## config.mk

```make
export PLATFORM = sky130hd
export DESIGN_NAME = irq_controller
export DESIGN_NICKNAME = d
export VERILOG_FILES = /design/src/rtl/irq_controller.sv
export SDC_FILE = /design/constraint.sdc
export NUM_CORES = 1
export LEC_CHECK = 0
export ABC_CLOCK_PERIOD_IN_PS = 4500
export CAP_MARGIN = 20
export CELL_PAD_IN_SITES_DETAIL_PLACEMENT = 0
export CELL_PAD_IN_SITES_GLOBAL_PLACEMENT = 1
export CORE_MARGIN = 1.5
export CORE_UTILIZATION = 39
export DETAILED_ROUTE_END_ITERATION = 8
export PLACE_DENSITY = 0.91
export RECOVER_POWER = 100
export SYNTH_ARGS = -nofsm -noshare
export SYNTH_HDL_FRONTEND = slang
export SYNTH_SLANG_ARGS = --single-unit
export TNS_END_PERCENT = 10
```

## constraint.sdc

```tcl
create_clock -name clock -period 4.5 [get_ports clock]
set_input_delay 0.9 -clock clock [delete_from_list [all_inputs] [get_ports clock]]
set_output_delay 0.9 -clock clock [all_outputs]
set_load 0.05 [all_outputs]
```

## src/rtl/irq_controller.sv

```systemverilog
// Interrupt front end: per-line edge/level latching, enable mask, and a
// Count/Compare timer on the top line, all behind a small register window.
module irq_controller #(
  parameter int NUM_EXT = 7
) (
  input  logic               clock,
  input  logic               reset,
  input  logic [NUM_EXT-1:0] irq_in,
  input  logic [2:0]         regnum,
  input  logic [63:0]        wr_data,
  input  logic               wr_enable,
  output logic [63:0]        rd_data,
  output logic [NUM_EXT:0]   interrupt_source
);

  localparam int TIMER = NUM_EXT;

  logic [NUM_EXT:0]   pending;
  logic [NUM_EXT:0]   mask;
  logic [NUM_EXT-1:0] edge_sel;
  logic [NUM_EXT-1:0] prev;
  logic [31:0]        count;
  logic [31:0]        compare;

  logic [NUM_EXT:0]   next_pending;
  logic [NUM_EXT:0]   next_mask;
  logic [NUM_EXT:0]   w1c;
  logic [NUM_EXT-1:0] rise;
  logic [NUM_EXT:0]   masked;
  logic [3:0]         highest;
  logic               hit;
  logic               wr_pend, wr_mask, wr_edge, wr_count, wr_cmp;
  logic               unused_wr_high;

  assign unused_wr_high = ^wr_data[63:32];

  assign wr_pend  = wr_enable && (regnum == 3'd0);
  assign wr_mask  = wr_enable && (regnum == 3'd1);
  assign wr_edge  = wr_enable && (regnum == 3'd2);
  assign wr_count = wr_enable && (regnum == 3'd3);
  assign wr_cmp   = wr_enable && (regnum == 3'd4);

  assign w1c    = wr_pend ? wr_data[NUM_EXT:0] : '0;
  assign rise   = irq_in & ~prev;
  assign hit    = (count == compare);
  assign masked = pending & mask;

  // A new request always beats a simultaneous clear, for both device and timer lines.
  always_comb begin
    next_pending = pending;
    for (int i = 0; i < NUM_EXT; i++) begin
      if (edge_sel[i])
        next_pending[i] = rise[i] | (pending[i] & ~w1c[i]);
      else
        next_pending[i] = irq_in[i];
    end
    next_pending[TIMER] = hit | (pending[TIMER] & ~(w1c[TIMER] | wr_cmp));
    next_mask = wr_mask ? wr_data[NUM_EXT:0] : mask;
  end

  always_comb begin
    highest = 4'd0;
    for (int i = 0; i <= NUM_EXT; i++) begin
      if (masked[i])
        highest = {1'b1, i[2:0]};
    end
  end

  always_comb begin
    rd_data = 64'd0;
    case (regnum)
      3'd0:    rd_data = 64'(pending);
      3'd1:    rd_data = 64'(mask);
      3'd2:    rd_data = 64'({1'b1, edge_sel});
      3'd3:    rd_data = 64'(count);
      3'd4:    rd_data = 64'(compare);
      3'd5:    rd_data = 64'(highest);
      default: rd_data = 64'd0;
    endcase
  end

  // interrupt_source is registered from next-state values so it needs no output gating.
  always_ff @(posedge clock) begin
    if (reset) begin
      pending          <= '0;
      mask             <= '1;
      edge_sel         <= '0;
      prev             <= '0;
      count            <= 32'd0;
      compare          <= 32'hFFFF_FFFF;
      interrupt_source <= '0;
    end else begin
      pending          <= next_pending;
      mask             <= next_mask;
      prev             <= irq_in;
      interrupt_source <= next_pending & next_mask;
      if (wr_edge)
        edge_sel <= wr_data[NUM_EXT-1:0];
      if (wr_count)
        count <= wr_data[31:0];
      else
        count <= count + 32'd1;
      if (wr_cmp)
        compare <= wr_data[31:0];
    end
  end

endmodule

```

Yosys cells after proc, flatten, opt, wreduce, memory -nomap -nowiden --
Cells that the tools add are included.
Storage, ports and cells: register bits 102, bits in latches 0, bits in writable memories 0, bits in read-only memories 0, output and inout port bits 72, word-level logic and storage cells 68, memories 0
Operators by class: add/sub/neg operators 1, multipliers 0, divide/modulo/power cells 0, $lt $le $gt $ge 0, eq/ne operators 6, shift-type cells 0, multiplexer cells 19, bitwise gates (word level) 29, reductions and logical operators 6
Operators by type and width (number):
- 32-bit case mux with 6 select lines | 1
- 32-bit by 1-bit adder with 32-bit output, second input constant | 1
- 32-bit equality test | 1
- 32-bit two-way mux | 1
- 4-bit two-way mux | 8
- 8-bit bitwise AND | 2
- 8-bit two-way mux | 2
- 1-bit bitwise OR | 9
- 1-bit bitwise AND | 8
- 1-bit inverter | 8
- 7-bit bitwise AND | 1
- 1-bit two-way mux | 7
- 7-bit inverter | 1
- 3-bit by 2-bit equality test with 1-bit output, second input constant | 2
- 3-bit equality test, second input constant | 2
- 1-bit logical AND | 5
- 3-bit by 1-bit equality test with 1-bit output, second input constant | 1
- 3-bit logical NOT | 1

Depth between registers and ports, before layout --
depth in word-level cells 10, depth in mapped cells 8, gate-level depth less buffers 6

Worst setup path after synthesis --
No wires, ideal clock.
kind in2out, from in regnum[1], to out rd_data[0], data arrival time 2.704 ns, required time 3.600 ns, path slack 0.896 ns, stages on the path 5, cell sequence clkbuf_1 clkbuf_1 nor2_1 o21ai_0 o21ai_0
Between the ends: longest elaborated chain between the ends 2
RTL lines:
- start: declaration | RTL line 9 | input logic [2:0] regnum,
- 3-bit equality test (tied with other cells) | RTL line 71 | case (regnum)
- 32-bit case mux with 6 select lines (*) | RTL line 71
- end: declaration | RTL line 12 | output logic [63:0] rd_data,
Every way passes the cells marked *; elsewhere a longest branch is shown, timed or not.

Worst setup path after layout --
from in regnum[2], to out rd_data[31]
Same word-level chain as after synthesis.

==> reports/qor.txt <==
H-tree Lvls: 3
DRT Pass-1 Iters: 5
cell with the largest stage delay on the worst path: dlygate4sd3_1
Vias: 4637
Worst-Margin Slew: 1770 ps
Max FO, Critical Path: 25
global-route wire length before repair: 23200 um
CTS clock-pin slew for the worst setup and hold paths: 60 ps
Final period util: 94.6%
xor-xnor portion of the synthesized cell area: 9.91%
reg2reg start: count[0]
initial drt markers: 268
CP max stage delay: 690 ps
largest delay contributor family on the critical path: buffers and inverters
Post-synth top cells: 102 x dfxtp_1, 59 x nor2_1, 46 x xnor2_1
Die Y: 122 um
CTS Hold Buffers Added: 0
post-route minimum period: 4260 ps
DRT antenna net count: 0
crit path from: regnum[2]
RSZ-0062 raised after global routing: no
largest family of logic cells by synthesized area: simple AND/OR/NAND/NOR gates
DPL Wire Length: 10000 um
Post-Syn Instances: 609
CP Capture Point: rd_data[31]
Global Route met3 Usage: 2.44%
total global routing overflow: 0
die area: 14800 um^2
outcome: complete, but fails checks
instance count on the critical path: 7
Fin. Hold Viols: 0
capture point of the worst reg-to-reg path: count[22]
Core Rows: 43
initial antenna violation count: 0
vias in the first global route: 4514
Sink Count: 102
FFs w/ async S/R, synth: 0%
Reg2Reg Depth: 6
critical path class: in -> out
failing checks: max-capacitance violations, max-slew violations
Max Cap Viol: 1
CP endpoint kind: output pin
register area share after synthesis: 37.3%
Worst Skew: 8.22 ps
Yosys top cell area share: 37.3%
post-synthesis register bit count: 102
R2R Setup Slk: 2320 ps
fin worst setup slack: 242 ps
DR WL/cell: 16.8 um
Total GRT Usage: 19.9%
Setup-failing EPs final: 0
Simple-Gate Fraction of Synth Area: 20.3%
Data required, critical path: 3600 ps
Final Max Slew Viols: 44
Final #Nets: 743
Area growth, synth to finish: 16.7%
Lkg Pwr: 2.22 nW
Post-Syn Area per Cell: 8.99 um^2
diode count: 0
routed wire length: 14300 um
CTS tree: done
CP Buf/Inv Count: 5
Initial Util: 39.8%
Post-CTS Setup Bufs: 0
met2 usage: 32.7%
count leader, synth: dfxtp_1
total negative slack: 0 ps
root buf cell: clkbuf_16
pin count of the biggest net entering global routing: 64
cell area power density: 331 nW/um^2
met1 Use GR: 26.3%
EDFF count, synth: 0
compound-gate portion of the synthesized area: 17.6%
Core ar.: 13800 um^2
ranking of synthesized cells by area: dfxtp_1 37%, xnor2_1 7.4%, a211o_1 5.1%
Yosys warnings: 0
PostCTS Resize Cnt: 0
achievable frequency: 235 MHz
worst-skew pair later-pin latency: 340 ps
Top Ports: 149
global placer's final weighted congestion: 0.897
port buffer count: 84
Via density: 5.46
Cell Chain, Critical Path: dlygate4sd3_1 -> inv_1 -> buf_4 -> and3_1 -> clkbuf_2 -> a22o_1 -> clkbuf_1
post-synthesis cell area: 5480 um^2
Top FF cell, synth: dfxtp_1
largest area contributor in the netlist: dfxtp_1
layout cell share with drive strength beyond 1: 6.87%
post-synthesis cell type count: 48
worst min-delay path category: reg -> reg
VDD IR max: 0.189 mV
Residual DRC: 0
Worst Setup Start Kind: input pin
CP arrival: 3360 ps
die width: 122 um
Num CTS Buffers: 9
dpl ws: 376 ps
mux cell area share after synthesis: 5.96%
worst rel slew slack: -17.8%
clock tree buffer depth: 2
share of synthesized cell area in full adder, half adder and majority cells: 0.228%
gr busiest metal: met2
[worst min path at each step]
stage / startpoint / endpoint / slack [ps] / cells after the start
2_1_floorplan: compare[0] / compare[0] / 470 / 1
3_3_place_gp: prev[0] / pending[0] / 490 / 3
3_5_place_dp: compare[4] / compare[4] / 510 / 1
4_1_cts: compare[4] / compare[4] / 530 / 1
5_1_grt: compare[0] / compare[0] / 560 / 1
6_report: prev[0] / pending[0] / 520 / 3
[report_power, final]
part	internal, mW	switching [mW]
clock network	0.430	0.327
registers	0.939	0.0398
logic	0.130	0.253
total	1.50	0.619
[layer usage]
metal / vias up / share of wire, %
li1: 2223 / -
met5: - / 0
met3: 32 / 3.9
met4: 0 / 2.9
met1: 2256 / 45
met2: 126 / 48
[cell families after synthesis]
kind of cell               count (synthesis)
AOI/OAI and AO/OA                        120
adders and majority gates                  1
DFF                                      102
and+or+nand+nor                          208
other                                      1
xor gates and xnor gates                  62
muxes                                     28
buffers and inverters                     87
[cell usage in the layout (no fill, tap or decap), types with 13 or more instances in the layout]
master	count
nand4_1	20
xor2_1	16
mux2i_1	18
clkdlybuf4s50_1	42
a211oi_1	31
nor2b_1	32
conb_1	32
xnor2_1	46
nor2_1	57
a22o_1	27
dlygate4sd3_1	13
clkbuf_1	34
nand2_1	32
a211o_1	32
dfxtp_1	102
[final cells by class]
| class | count | area (um^2) |
|---|---|---|
| Multi-Input combinational cell | 451 | 3090 |
| Inverter | 6 | 22.5 |
| Tap cell | 180 | 225 |
| Timing Repair Buffer | 95 | 727 |
| Fill cell | 1334 | 7380 |
| Clock inverter | 4 | 47.5 |
| Clock buffer | 12 | 236 |
| Sequential cell | 102 | 2040 |
[worst register-to-register path: cells and delay by family, from the launching register on]
family / cells / cell delay [ps]
AOI/OAI and AO/OA: 1 / 220
xor gates and xnor gates: 1 / 200
adders and majority gates: 1 / 300
and+or+nand+nor: 3 / 950
DFF: 1 / 420
[metrics by stage]
| stage | area, um^2 | instances | power, mW | hold slack (ps) | utilization [%] |
|---|---|---|---|---|---|
| final | 6390 | 850 | 2.12 | 525 | 46.4 |
| after global routing | 6390 | 850 | 2.19 | 561 | 46.4 |
| after CTS | 6840 | 850 | 2.18 | 528 | 49.7 |
| after detailed placement | 6560 | 834 | 1.43 | 511 | 47.6 |
| after global placement | 6560 | 834 | 1.42 | 493 | 47.6 |
| after floorplan | 5590 | 640 | 1.29 | 475 | - |
[state kept, by name (all words and copies together) (netlist names)]
name              flops
prev                  7
count                32
interrupt_source      8
compare              32
mask                  8
pending               8
edge_sel              7
No activity file was read; power rests on OpenSTA's default activity.
